==> config.mk <==
export PLATFORM = sky130hd
export DESIGN_NAME = hazard_ctrl
export DESIGN_NICKNAME = d
export VERILOG_FILES = /design/src/rtl/hazard_ctrl.sv
export SDC_FILE = /design/constraint.sdc
export NUM_CORES = 1
export LEC_CHECK = 0
export CAP_MARGIN = 15
export CORE_UTILIZATION = 24
export DETAILED_ROUTE_END_ITERATION = 6
export DONT_BUFFER_PORTS = 1
export PLACE_DENSITY = 0.43
export SYNTH_ARGS = -nofsm -noshare
export SYNTH_HDL_FRONTEND = slang
export SYNTH_SLANG_ARGS = --single-unit
==> constraint.sdc <==
create_clock -name clk_i -period 2.4 [get_ports clk_i]
set_input_delay 0.48 -clock clk_i [delete_from_list [all_inputs] [get_ports clk_i]]
set_output_delay 0.48 -clock clk_i [all_outputs]
set_load 0.1 [all_outputs]
==> src/rtl/hazard_ctrl.sv <==
// hazard_ctrl: RAW stall / redirect flush controller for the non-forwarding 5-stage pipeline.
// Latency: outputs are combinational from the ID instruction and a 3-entry EX/MEM/WB dest scoreboard.
// Backpressure: a RAW stall holds PC and IF/ID and bubbles ID/EX; an EX redirect overrides the stall.
//
// Ports:
//   clk_i, rst_ni        clock (rising edge), synchronous active-low reset
//   id_inst_i            instruction in ID (RV32I encoding)
//   br_taken_i           taken branch / JAL / JALR resolved in EX
//   pc_en_o, ifid_en_o   PC and IF/ID load enables (low while stalling)
//   ifid_flush_o         IF/ID loads a NOP (redirect)
//   idex_flush_o         ID/EX loads a bubble (stall or redirect)
//   stall_o              RAW stall active this cycle
// Optional build macro HAZARD_PERF_CNT_EN adds stall_cnt_o / flush_cnt_o (32-bit, wrapping)
// counting stall cycles and redirect cycles.
module hazard_ctrl #(
  parameter int DATA_WIDTH = 32,
  parameter bit WB_BYPASS  = 1'b1
) (
  input  logic                  clk_i,
  input  logic                  rst_ni,
  input  logic [DATA_WIDTH-1:0] id_inst_i,
  input  logic                  br_taken_i,
  output logic                  pc_en_o,
  output logic                  ifid_en_o,
  output logic                  ifid_flush_o,
  output logic                  idex_flush_o,
  output logic                  stall_o
`ifdef HAZARD_PERF_CNT_EN
  ,
  output logic [31:0]           stall_cnt_o,
  output logic [31:0]           flush_cnt_o
`endif
);

  localparam logic [4:0] OPC_LUI    = 5'b01101;
  localparam logic [4:0] OPC_AUIPC  = 5'b00101;
  localparam logic [4:0] OPC_JAL    = 5'b11011;
  localparam logic [4:0] OPC_OP     = 5'b01100;
  localparam logic [4:0] OPC_STORE  = 5'b01000;
  localparam logic [4:0] OPC_BRANCH = 5'b11000;

  typedef struct packed {
    logic       vld;
    logic [4:0] rd;
  } sb_entry_t;

  sb_entry_t sb_ex_q, sb_mem_q, sb_wb_q;

  logic [4:0] opc, rd, rs1, rs2;
  logic       uses_rs1, uses_rs2, writes_rd;
  logic       hit_rs1, hit_rs2;
  logic       stall, issue;

  // Fields not needed for hazard detection (funct3/funct7/imm high bits, opcode[1:0]).
  logic unused_inst_bits;
  assign unused_inst_bits = ^{id_inst_i[DATA_WIDTH-1:25], id_inst_i[14:12], id_inst_i[1:0]};

  assign opc = id_inst_i[6:2];
  assign rd  = id_inst_i[11:7];
  assign rs1 = id_inst_i[19:15];
  assign rs2 = id_inst_i[24:20];

  function automatic logic sb_hit(input logic [4:0] r, input sb_entry_t e);
    return e.vld && (e.rd == r);
  endfunction

  always_comb begin
    uses_rs1  = !((opc == OPC_LUI) || (opc == OPC_AUIPC) || (opc == OPC_JAL));
    uses_rs2  = (opc == OPC_OP) || (opc == OPC_STORE) || (opc == OPC_BRANCH);
    writes_rd = !((opc == OPC_BRANCH) || (opc == OPC_STORE)) && (rd != 5'd0);

    // With WB bypass the regfile writes in the first half-cycle, so the WB slot is safe to read.
    hit_rs1 = (rs1 != 5'd0) &&
              (sb_hit(rs1, sb_ex_q) || sb_hit(rs1, sb_mem_q) ||
               (!WB_BYPASS && sb_hit(rs1, sb_wb_q)));
    hit_rs2 = (rs2 != 5'd0) &&
              (sb_hit(rs2, sb_ex_q) || sb_hit(rs2, sb_mem_q) ||
               (!WB_BYPASS && sb_hit(rs2, sb_wb_q)));

    // A redirect kills the instruction in ID, so it cannot stall.
    stall = !br_taken_i && ((uses_rs1 && hit_rs1) || (uses_rs2 && hit_rs2));
    issue = !stall && !br_taken_i;
  end

  assign stall_o      = stall;
  assign pc_en_o      = !stall;
  assign ifid_en_o    = !stall;
  assign idex_flush_o = stall | br_taken_i;
  assign ifid_flush_o = br_taken_i;

  // Reset branch loads constants only, so an undriven ID instruction during reset
  // cannot leak into the scoreboard.
  always_ff @(posedge clk_i) begin
    if (!rst_ni) begin
      sb_ex_q  <= '0;
      sb_mem_q <= '0;
      sb_wb_q  <= '0;
    end else begin
      sb_wb_q  <= sb_mem_q;
      sb_mem_q <= sb_ex_q;
      sb_ex_q  <= issue ? sb_entry_t'{vld: writes_rd, rd: rd} : sb_entry_t'('0);
    end
  end

`ifdef HAZARD_PERF_CNT_EN
  always_ff @(posedge clk_i) begin
    if (!rst_ni) begin
      stall_cnt_o <= '0;
      flush_cnt_o <= '0;
    end else begin
      if (stall)      stall_cnt_o <= stall_cnt_o + 32'd1;
      if (br_taken_i) flush_cnt_o <= flush_cnt_o + 32'd1;
    end
  end
`endif

endmodule

==> out/metrics.yaml <==
run_status:
  run_status: "complete, no violations"
cts:
  hold_buffers: 0
  cts.clk_slew.worst_paths_ns: 0.08
  insertion_delay_ns: 0.27
  htree_levels: 1
  tritoncts: "built"
  cts_buffers: 3
  numClockSinks: 12
  ctsRootBufferMaster: "clkbuf_4"
  cts_max_path_buffers: 2
routing:
  ant_nets: 0
  drc: 0
  drt_iter0_markers: 10
  vias: 535
  wl_um: 1450
  post_drt_wl_per_cell_um: 12.7
  drt-vias-per-instance: 4.69
  first_pass_iters: 3
global_route:
  grt_max_degree: 8
  grt_use_total_pct: 10.4
  grt_antenna_before_repair: 0
  gr-total-overflow: 0
  grt_pass1_vias: 571
  grt_pass1_wl_um: 2420
yosys:
  synth_common_cells: "xnor2_1, dfxtp_1, and2_1, inv_1"
  syn_nets: 114
  avgSynthCellArea_um2: 8.63
  syn_inst: 79
  synth_area_um2: 682
  synth_top_area_cell: "dfxtp_1"
  ys.flop_type: "dfxtp_1"
  synth_top_area_share_pct: 35.2
  yosys_warnings: 0
  synthDistinctLibCells: 20
  yosysMostFrequentCell: "xnor2_1"
  async_reset_ff_share_pct: 0
  ys_ff_latch: 12
  synth.top_cells.by_area: "dfxtp_1, xnor2_1, and2_1"
  synth-edff-count: 0
  ys_seq_area_share_pct: 35.2
timing:
  finClkSkew_ns: 0.000487
  setup_ws_ns: 0.113
  rsz0062_at_grt: "no"
  fin_crit_sh_pct: 95.3
  hold_viol: 0
  drv_slew: 0
  setup_violations: 0
  tightest_slew_ns: 0.542
  relSlewSlack_pct: 63.9
  period_needed_ns: 2.29
  fin_hold_ws_ns: 0.317
  max_freq_mhz: 437
hold_path:
  hold_class: "in -> reg"
placement:
  place.gp.congestion: 0.846
  hpwl_um: 1260
  io_buffers: 0
  placed_cell_area_um2: 744
  pre_cts_slack_ns: 0.0277
setup_path:
  required_ns: 1.92
  cp.arrival_ns: 1.81
  critPathKind: "in -> out"
  cp_slowest_cell: "a221o_2"
  start_kind: "input pin"
  path_cells: "or4_1, nor2_1, a211oi_1, a221o_2"
  slowest_delay_ns: 0.60
  cp_max_fo: 3
  cp-end-kind: "output port"
final_layout:
  antenna_cells: 0
  drive_above_1_share_pct: 15.5
  area_growth_pct: 16.1
  n_fill_cell: 273
  multiInputGateArea_um2: 420
  register_area_um2: 240
  finalNetCount: 120
  finalInstanceArea_um2: 792
pwr:
  leakagePower_nw: 0.262
  ir_drop_mv: 0.300
  power.density_mw_per_mm2: 551
  total_power_w: 0.000436
die:
  die_x_um: 55.3
  die_area_mm2: 0.00306
  initial_utilization_pct: 26.3
  io_pins: 40
  dieHeight_um: 55.3
  rows: 18
  core_mm2: 0.00259
run:
  maxCapViolCount: 0
## where the power goes
group	total, W	internal (W)	switching (W)
Combinational	0.0000606	0.0000306	0.0000300
Clock	0.000162	0.0000923	0.0000701
Sequential	0.000213	0.000206	0.00000680
## sequential cells by signal, indices dropped and copies added (netlist names)
register  count
sb_mem_q      6
sb_ex_q       6
## path summary, 6_finish.rpt
kind | start | to | slack, ns | cells after the start
worst max-delay path | id_inst_i[21] | idex_flush_o | 0.11 | 4
worst min-delay path | id_inst_i[8] | sb_ex_q[1] | 0.32 | 2
worst max register to register | sb_mem_q[1] | sb_ex_q[4] | 0.57 | 6
worst min register to register | sb_ex_q[5] | sb_mem_q[5] | 0.50 | 1
## area by class of cell
type / count / area share [%]
Multi-Input combinational cell: 59 / 53.1
Timing Repair Buffer: 3 / 4.42
Clock buffer: 4 / 4.58
Sequential cell: 12 / 30.3
Tap cell: 30 / 4.74
Inverter: 6 / 2.84
## critical path, delay by kind of cell
kind / cells / cell delay, ns
and+or+nand+nor: 2 / 0.64
AOI/OAI and AO/OA: 2 / 0.68
## cells in the final DEF (no fill, tap or decap), drive strengths merged
| cell | instances |
|---|---|
| xnor2 | 20 |
| dfxtp | 12 |
| inv | 6 |
| and2 | 6 |
| nor3 | 6 |
| nand2 | 5 |
| nand4 | 5 |
| nor2 | 4 |
| clkbuf | 4 |
| o22ai | 3 |
| buf | 3 |
| or4 | 2 |
| a211oi | 1 |
| nand2b | 1 |
| nand4b | 1 |
| o21ai | 1 |
| a21oi | 1 |
| a22oi | 1 |
| or2 | 1 |
| a221o | 1 |
## timing repair
| action | in CTS | in global routing |
|---|---|---|
| setup buffers | 0 | 0 |
| gates resized for setup | 0 | 2 |
| endpoints found under the setup margin | 0 | 2 |
## cell families (layout without fill, tap and decap cells)
logic type | Yosys count | in the layout | synth area share, %
buf+inv | 8 | 13 | 5.50
simple gates | 31 | 31 | 25.5
compound gates | 8 | 8 | 8.07
flops | 12 | 12 | 35.2
xor+xnor | 20 | 20 | 25.7
## metrics by stage
step	utilization (%)	setup TNS [ns]	instances
detailed placement	28.7	0	110
global route	30.6	0	114
global placement	28.7	0	110
finish	30.6	0	114
CTS	30.1	0	114
floorplan	-	-0.0490	79
## routing by layer
metal	vias up	wire length, µm	GRT usage, %
met5	-	0	0
met4	0	24	4.29
met3	4	97	5.15
met2	12	775	18.9
met1	242	553	9.77
li1	277	-	-
Note: power is estimated with default switching activity, not from simulation.
